==> src/rtl/mc_control.sv <==
// -----------------------------------------------------------------------------
// mc_control
//
// Multicycle sequencer for the LEGv8-subset core. It steps each instruction
// through FETCH / DECODE / EXEC / MEM / WB / BRANCH / MUL_WAIT. On each step it
// enables the PC, the instruction register, the register file, the shared
// single-port memory and the multiplier. Illegal opcodes and multiplier
// timeouts park the sequencer in HALT until reset.
//
// Ports
//   i_clk          clock; all state changes on the rising edge
//   i_reset        synchronous, active-high reset
//   i_opcode[3:0]  decoder opcode (ADDI=0 .. INV=11, 12-15 treated as INV)
//   i_zero         register operand is zero (CBZ condition)
//   i_flag_n/v     stored N and V flags (BLT condition)
//   i_mem_ready    memory completion, only looked at while o_mem_req=1
//   i_mul_done     multiplier result valid
//   o_mem_req      memory request
//   o_mem_we       memory write (STUR)
//   o_addr_sel     memory address source: 0=PC, 1=ALU result
//   o_ir_we        load instruction register
//   o_mdr_we       load memory data register
//   o_alu_b_sel    ALU B source: 0=rm, 1=imm12, 2=imm9, 3=shamt
//   o_flags_we     update NZCV
//   o_mul_start    one-cycle multiplier start pulse
//   o_reg_we       register-file write
//   o_wb_sel       write-back source: 0=ALU, 1=MDR, 2=MUL
//   o_pc_we        PC update (also marks instruction retirement)
//   o_pc_src       PC source: 0=PC+4, 1=branch target
//   o_halted       sequencer is parked in HALT
//   o_fault[1:0]   0=none, 1=illegal opcode, 2=MUL timeout
//   o_retired      retired-instruction counter, wraps modulo 2^CNT_W
// -----------------------------------------------------------------------------
module mc_control #(
    parameter int MUL_TIMEOUT = 32,
    parameter int CNT_W       = 32
) (
    input  logic             i_clk,
    input  logic             i_reset,
    input  logic [3:0]       i_opcode,
    input  logic             i_zero,
    input  logic             i_flag_n,
    input  logic             i_flag_v,
    input  logic             i_mem_ready,
    input  logic             i_mul_done,
    output logic             o_mem_req,
    output logic             o_mem_we,
    output logic             o_addr_sel,
    output logic             o_ir_we,
    output logic             o_mdr_we,
    output logic [1:0]       o_alu_b_sel,
    output logic             o_flags_we,
    output logic             o_mul_start,
    output logic             o_reg_we,
    output logic [1:0]       o_wb_sel,
    output logic             o_pc_we,
    output logic             o_pc_src,
    output logic             o_halted,
    output logic [1:0]       o_fault,
    output logic [CNT_W-1:0] o_retired
);

    typedef enum logic [3:0] {
        OP_ADDI = 4'd0,
        OP_ADDS = 4'd1,
        OP_BLT  = 4'd2,
        OP_B    = 4'd3,
        OP_CBZ  = 4'd4,
        OP_LDUR = 4'd5,
        OP_LSL  = 4'd6,
        OP_LSR  = 4'd7,
        OP_MUL  = 4'd8,
        OP_STUR = 4'd9,
        OP_SUBS = 4'd10,
        OP_INV  = 4'd11
    } opcode_e;

    typedef enum logic [2:0] {
        S_FETCH,
        S_DECODE,
        S_EXEC,
        S_MEM,
        S_WB,
        S_BRANCH,
        S_MUL_WAIT,
        S_HALT
    } state_e;

    typedef enum logic [1:0] {
        F_NONE        = 2'd0,
        F_ILLEGAL     = 2'd1,
        F_MUL_TIMEOUT = 2'd2
    } fault_e;

    // Wide enough to hold MUL_TIMEOUT-1 for any MUL_TIMEOUT >= 1.
    localparam int             MCW      = $clog2(MUL_TIMEOUT) + 1;
    localparam logic [MCW-1:0] MUL_LAST = MCW'(MUL_TIMEOUT - 1);

    state_e           r_state;
    fault_e           r_fault;
    logic [MCW-1:0]   r_mul_cnt;
    logic [CNT_W-1:0] r_retired;

    logic             w_taken;
    logic             w_retire;

    // Branch condition, only consumed in BRANCH.
    always_comb begin
        case (i_opcode)
            OP_B:    w_taken = 1'b1;
            OP_CBZ:  w_taken = i_zero;
            OP_BLT:  w_taken = i_flag_n ^ i_flag_v;
            default: w_taken = 1'b0;
        endcase
    end

    // Every PC update ends an instruction, so it doubles as the retire strobe.
    assign w_retire = o_pc_we;

    // Output decode from the registered state, with the mem_ready / opcode /
    // condition qualifications. While reset is held every output reads 0,
    // which also drops an in-flight memory request immediately.
    always_comb begin
        // NOTE: every output gets a default first so no path leaves one unassigned (no latches).
        o_mem_req   = 1'b0;
        o_mem_we    = 1'b0;
        o_addr_sel  = 1'b0;
        o_ir_we     = 1'b0;
        o_mdr_we    = 1'b0;
        o_alu_b_sel = 2'd0;
        o_flags_we  = 1'b0;
        o_mul_start = 1'b0;
        o_reg_we    = 1'b0;
        o_wb_sel    = 2'd0;
        o_pc_we     = 1'b0;
        o_pc_src    = 1'b0;
        o_halted    = 1'b0;
        o_fault     = 2'd0;
        o_retired   = '0;

        if (!i_reset) begin
            o_fault   = r_fault;
            o_retired = r_retired;
            case (r_state)
                S_FETCH: begin
                    o_mem_req = 1'b1;
                    o_ir_we   = i_mem_ready;
                end
                S_DECODE: begin
                    o_mul_start = (i_opcode == OP_MUL);
                end
                S_EXEC: begin
                    case (i_opcode)
                        OP_ADDI:          o_alu_b_sel = 2'd1;
                        OP_LDUR, OP_STUR: o_alu_b_sel = 2'd2;
                        OP_LSL, OP_LSR:   o_alu_b_sel = 2'd3;
                        OP_ADDS, OP_SUBS: o_flags_we  = 1'b1;
                        default:          o_alu_b_sel = 2'd0;
                    endcase
                end
                S_MEM: begin
                    o_mem_req  = 1'b1;
                    o_addr_sel = 1'b1;
                    o_mem_we   = (i_opcode == OP_STUR);
                    if (i_mem_ready) begin
                        if (i_opcode == OP_STUR) begin
                            o_pc_we = 1'b1;
                        end else begin
                            o_mdr_we = 1'b1;
                        end
                    end
                end
                S_WB: begin
                    o_reg_we = 1'b1;
                    o_pc_we  = 1'b1;
                    case (i_opcode)
                        OP_LDUR: o_wb_sel = 2'd1;
                        OP_MUL:  o_wb_sel = 2'd2;
                        default: o_wb_sel = 2'd0;
                    endcase
                end
                S_BRANCH: begin
                    o_pc_we  = 1'b1;
                    o_pc_src = w_taken;
                end
                S_MUL_WAIT: begin
                    // Datapath idle while the multiplier runs.
                end
                S_HALT: begin
                    o_halted = 1'b1;
                end
                default: begin
                end
            endcase
        end
    end

    // State, fault, multiplier watchdog and retire counter.
    always_ff @(posedge i_clk) begin
        if (i_reset) begin
            // NOTE: sequential state uses non-blocking assignments so every register samples pre-edge values.
            r_state   <= S_FETCH;
            r_fault   <= F_NONE;
            r_mul_cnt <= '0;
            r_retired <= '0;
        end else begin
            if (w_retire) begin
                r_retired <= r_retired + CNT_W'(1);
            end

            case (r_state)
                S_FETCH: begin
                    if (i_mem_ready) begin
                        r_state <= S_DECODE;
                    end
                end
                S_DECODE: begin
                    case (i_opcode)
                        OP_B, OP_BLT, OP_CBZ: r_state <= S_BRANCH;
                        OP_MUL: begin
                            r_state   <= S_MUL_WAIT;
                            r_mul_cnt <= '0;
                        end
                        OP_ADDI, OP_ADDS, OP_LDUR, OP_LSL,
                        OP_LSR, OP_STUR, OP_SUBS: r_state <= S_EXEC;
                        default: begin
                            r_state <= S_HALT;
                            r_fault <= F_ILLEGAL;
                        end
                    endcase
                end
                S_EXEC: begin
                    if (i_opcode == OP_LDUR || i_opcode == OP_STUR) begin
                        r_state <= S_MEM;
                    end else begin
                        r_state <= S_WB;
                    end
                end
                S_MEM: begin
                    if (i_mem_ready) begin
                        r_state <= (i_opcode == OP_LDUR) ? S_WB : S_FETCH;
                    end
                end
                S_WB, S_BRANCH: begin
                    r_state <= S_FETCH;
                end
                S_MUL_WAIT: begin
                    // A result arriving on the last allowed cycle still wins.
                    if (i_mul_done) begin
                        r_state <= S_WB;
                    end else if (r_mul_cnt == MUL_LAST) begin
                        r_state <= S_HALT;
                        r_fault <= F_MUL_TIMEOUT;
                    end else begin
                        r_mul_cnt <= r_mul_cnt + MCW'(1);
                    end
                end
                S_HALT: begin
                    r_state <= S_HALT;
                end
                default: begin
                    r_state <= S_FETCH;
                end
            endcase
        end
    end

endmodule

==> config.mk <==
export PLATFORM = sky130hd
export DESIGN_NAME = mc_control
export DESIGN_NICKNAME = d
export VERILOG_FILES = /design/src/rtl/mc_control.sv
export SDC_FILE = /design/constraint.sdc
export NUM_CORES = 1
export LEC_CHECK = 0
export ABC_AREA = 1
export CAP_MARGIN = 25
export CORE_UTILIZATION = 41
export CTS_CLUSTER_SIZE = 40
export DETAILED_ROUTE_END_ITERATION = 6
export DONT_BUFFER_PORTS = 1
export PLACE_DENSITY_LB_ADDON = 0.15
export SLEW_MARGIN = 20
export SYNTH_ARGS = -nofsm -noshare
export SYNTH_HDL_FRONTEND = slang
export SYNTH_SLANG_ARGS = --single-unit
export TNS_END_PERCENT = 1
==> constraint.sdc <==
create_clock -name i_clk -period 1.8 [get_ports i_clk]
set_clock_uncertainty 0.1 [all_clocks]
set_input_delay 0.36 -clock i_clk [delete_from_list [all_inputs] [get_ports i_clk]]
set_output_delay 0.36 -clock i_clk [all_outputs]
set_load 0.03 [all_outputs]
## Word level (Yosys, flattened, before mapping)

Cells that the tools add are included.

| storage, ports and cells | value |
|---|---|
| memory bits (writable) | 0 |
| bits in latches | 0 |
| memories kept | 0 |
| bits in read-only memories | 0 |
| flip-flop bits (word level) | 43 |

| cells by class | value |
|---|---|
| muxes and demuxes | 52 |
| multipliers | 0 |
| reductions and logical operators | 15 |
| shift-type cells | 0 |
| order comparisons | 0 |
| add/subtract/negate cells | 2 |
| eq/ne operators | 26 |
| div/mod/pow operators | 0 |
| bitwise logic cells | 1 |

Operators with widths:

| cell | count |
|---|---|
| $add 32x1->32 const B | 1 |
| $mux 32 | 1 |
| $mux 1 | 26 |
| $pmux 3 s7 | 1 |
| $mux 3 | 6 |
| $mux 6 | 3 |
| $eq 4x3->1 const B | 4 |
| $mux 2 | 8 |
| $ne 2x2->1 const B | 7 |
| $eq 3x3->1 const B | 4 |
| $eq 4x4->1 const B | 3 |
| $pmux 6 s2 | 1 |
| $reduce_or 11->1 | 1 |
| $reduce_or 2->1 | 5 |
| $pmux 3 s3 | 1 |
| $eq 4x2->1 const B | 2 |
| $pmux 2 s2 | 2 |
| $reduce_and 4->1 | 2 |
| $reduce_or 7->1 | 1 |
| $add 6x1->6 const B | 1 |
| $eq 3x2->1 const B | 2 |
| $eq 6x5->1 const B | 1 |
| $pmux 2 s3 | 1 |
| $eq 4x1->1 const B | 1 |
| other kinds (11) | 11 |

## Longest topological paths before layout

| depth | value |
|---|---|
| word-level depth | 5 |
| depth in mapped cells | 11 |

## Worst setup path before layout

No wires, ideal clock.

| path | value |
|---|---|
| path kind | register to output |
| from | register r_state[2] |
| to | output o_wb_sel[1] |
| required time | 1.340 ns |
| stages on the path, launching flop included | 7 |
| slack | -0.511 ns |
| data arrival time | 1.851 ns |
| path buffers | 0 |
| path through | dfxtp_1 inv_2 nor2_1 inv_1 nor2_1 inv_1 nor3_1 |

| on the way | value |
|---|---|
| longest elaborated chain between the ends | 3 |

Ends and longest elaborated chain:

| item | RTL line | text |
|---|---|---|
| start: declaration | 99 | `state_e r_state;` |
| start signal: assignment | 241 | `r_state <= (i_opcode == OP_LDUR) ? S_WB : S_FETCH;` |
| $eq 3x3->1 | 144 | `case (r_state)` |
| $mux 2 | 144 |  |
| $mux 2 | 141 | `if (!i_reset) begin` |
| end: declaration | 55 | `output logic [1:0] o_wb_sel,` |

Every way passes these cells.

## Final worst setup path

| path | value |
|---|---|
| from | register r_state[1] |
| to | output o_mdr_we |

| on the way | value |
|---|---|
| longest elaborated chain between the ends | 3 |

Ends and longest elaborated chain:

| item | RTL line | text |
|---|---|---|
| $eq 3x2->1 | 144 |  |
| $mux 1 | 144 |  |
| $mux 1 | 141 |  |
| end: declaration | 50 | `output logic o_mdr_we,` |

Every way passes these cells.

==> results by group <==
GRT
  • Initial antenna violation count: 0
  • Vias in the first global route: 3331
  • First-pass GRT wire length: 14.6 mm
  • Pin count of the biggest net entering global routing: 78
  • Global route total overflow: 0
  • GRT Util Overall: 21.8%

Logic synthesis
  • Sequential area share after synthesis: 27.2%
  • Syn Nets: 588
  • FF+latch count, synth: 43
  • Netlist cell types: 34
  • Dominant synthesized flop cell: dfxtp_1
  • Mapped Cells: 575
  • Post-Syn Area: 3170 µm²
  • Warning count from the yosys run: 0
  • Mean Syn Cell Area: 5.51 µm²
  • Area leader, netlist: dfxtp_1
  • Yosys top cell area share: 27.2%
  • Post-synth EDFFs: 0
  • Post-synth ARST share: 0%
  • Synth top area cells: dfxtp_1 (27%), nand2_1 (22%), nor2_1 (16%)

Detailed routing
  • Wire length on met1: 3.74 mm
  • WL per Instance: 11.6 µm
  • Final wirelength: 8.36 mm
  • Drt first pass iters: 4
  • Met3 WL post-DR: 293 µm
  • Detailed router's first-iteration violation count: 195
  • Vias/cell: 4.85
  • DRC: 0
  • Final ANT Viol Nets: 0
  • Metal2 WL: 4.21 mm
  • DR top layer: met4
  • Vias: 3506

STA
  • Hold Fails Final Rpt: 0
  • Part of the cycle the worst path needs: 102%
  • Rel. slew slack: 63.0%
  • RSZ-0062 raised after global routing: true
  • FMAX: 544 MHz
  • Minimum clock period: 1840 ps
  • Final setup violating endpoints: 2
  • Least-Margin Pin Slew: 552 ps
  • Slew Limit Fails: 0
  • Post-route setup slack: -38.0 ps

Setup path
  • R2R Path End: r_retired[20]
  • R2R Setup Slk: 140 ps
  • Worst path slowest cell: dfxtp_4
  • Crit Reg-Reg Startpoint: r_retired[2]
  • Cell family with the largest share of critical-path delay: simple AND/OR/NAND/NOR gates
  • Worst-path cell chain: nand2_2, nor2_4, inv_2, nor4_2, buf_4
  • CP peak stage delay: 400 ps
  • Critical Path RT: 1340 ps
  • Reg2Reg Depth: 10
  • Critical-path maximum fanout: 7
  • Crit. Startpoint: r_state[1]
  • Crit end category: output port
  • Startpoint class of the critical path: flip-flop
  • CP bufs+invs: 2
  • Setup CP Type: reg -> out
  • CP Data Arrival Time: 1380 ps

Hold path
  • Hold Path Class: in -> reg
  • HP Start: i_reset
  • Hold path depth: 1
  • Hold EP: r_retired[18]

Final layout
  • Finished Cell Area: 3790 µm²
  • Final Util: 51.5%
  • Layout Nets: 637
  • Area growth syn-to-layout: 19.8%
  • Antenna diode count: 0
  • Fraction of layout cells with a size suffix above 1: 16.7%

Die
  • Die area: 8080 µm²
  • Row count: 31
  • Core Region: 7370 µm²
  • Num ports: 60
  • Die W: 89.9 µm
  • Die Y-Extent: 89.9 µm
  • Starting Density: 43.0%

Status
  • Failing checks: setup timing
  • Outcome: finished, violations left

Clock network
  • Post-CTS Hold Fix Bufs: 0
  • Worst skew pair latency: 300 ps
  • Clock Path Buffers: 2
  • Reg clk slew, reported paths: 90 ps
  • Clk sinks: 43
  • H-tree Lvls: 2
  • CTS tree: done
  • Clock root cell: clkbuf_8
  • CTS Buf Count: 5

Place
  • Port buffer count: 0
  • GP Congestion: 0.914
  • Post-DP HPWL: 6.34 mm
  • Placed Area: 3630 µm²

Power
  • Cell Pwr Density: 520 nW/µm²
  • Worst VDD drop: 441 µV
  • Total design power: 1.97 mW
  • Lkg Pwr: 1.51 nW

Job
  • Max-cap violations: 0
-- power by group --
part	internal [mW]	leakage [nW]	switching (mW)
sequential	0.975	0.349	0.0297
clock	0.302	0.0470	0.337
combinational	0.112	1.11	0.218
-- worst max-delay path by stage --
stage | to | slack (ps) | depth (start not counted)
3_5_place_dp | o_flags_we | 90 | 6
4_1_cts | o_wb_sel[1] | -50 | 7
2_1_floorplan | o_wb_sel[0] | -290 | 6
6_report | o_mdr_we | -40 | 5
5_1_grt | o_mul_start | -120 | 5
3_3_place_gp | o_wb_sel[1] | 100 | 7
-- what timing repair did --
action | 4_1_cts | 5_1_grt
gates resized for setup | 17 | 11
setup endpoints to repair | 14 | 19
pin swaps | 1 | 2
setup buffers | 2 | 0
-- routing by layer --
metal | GRT usage, % | vias up
met5 | 0 | -
met4 | 6.45 | 0
met3 | 3.47 | 9
met2 | 39.4 | 59
met1 | 26.5 | 1571
li1 | - | 1867
-- synthesized netlist by cell type, types with 2 or more instances --
library cell / n
nor2_1: 134
clkbuf_1: 6
nand3_1: 28
nand2_4: 2
nor3_1: 7
inv_2: 3
inv_1: 67
o211ai_1: 2
nand2_1: 188
buf_1: 2
a21oi_1: 33
a31oi_1: 3
nand3_2: 2
buf_2: 3
xor2_1: 7
o21ai_1: 2
a21oi_2: 6
nor2_2: 3
and2_1: 2
nand4_1: 4
dfxtp_1: 43
o21ai_0: 15
ha_1: 2
-- state kept, by name (all words and copies together), names as in the netlist --
name,count
r_fault,2
r_mul_cnt,6
r_retired,32
r_state,3
-- stage by stage --
stage          TNS [ps]  hold WS, ps  instances  setup slack (ps)
2_1_floorplan      -833          332        575              -289
3_3_place_gp          0          345        714               101
3_5_place_dp          0          337        714              92.3
4_1_cts            -164         13.7        723             -54.3
5_1_grt           -1060         9.24        723              -121
6_report          -54.3         32.8        723             -38.0
-- cell families (layout without fill, tap and decap cells) --
family,after synthesis,after routing,synth area share (%)
AO/OA/AOI/OAI,64,64,11.4
flip-flops,43,43,27.2
buffers and inverters,86,135,11.2
adder cells (fa/ha/maj),2,2,0.790
XOR/XNOR,7,7,1.94
AND/OR/NAND/NOR,373,373,47.5
-- cell usage in the layout (no fill, tap or decap) --
cell type,netlist,routed
nand3_1,28,28
nor2_4,0,1
inv_4,0,1
a21oi_1,33,33
a21oi_2,6,6
dfxtp_1,43,40
clkinv_1,1,1
ha_2,0,1
buf_4,1,55
o21ai_2,1,1
nand3_2,2,2
nor3_2,1,4
o21ai_1,2,4
nand2_2,1,2
inv_1,67,61
o21ai_0,15,13
clkinv_2,0,1
nor2_2,3,7
a31oi_1,3,3
ha_1,2,1
o211ai_1,2,2
nor4_2,0,1
nor3_1,7,4
a211oi_2,0,1
nand2_1,188,187
and2_1,2,2
clkbuf_8,0,6
inv_2,3,8
nand4_1,4,4
dfxtp_4,0,3
o21bai_1,1,1
buf_6,1,1
xor2_1,7,7
nand2_4,2,2
nor2_1,134,129
clkinv_8,0,1
-- final cells by class --
cell class	count	area, µm²
flip-flops and latches	43	872
multi-input cells	446	2000
inverters	72	285
repair buffers	56	424
clock buffers	6	82.6
clock inverters	1	5.00
fillers	792	3580
well taps	99	124
Note: power is estimated with default switching activity, not from simulation.
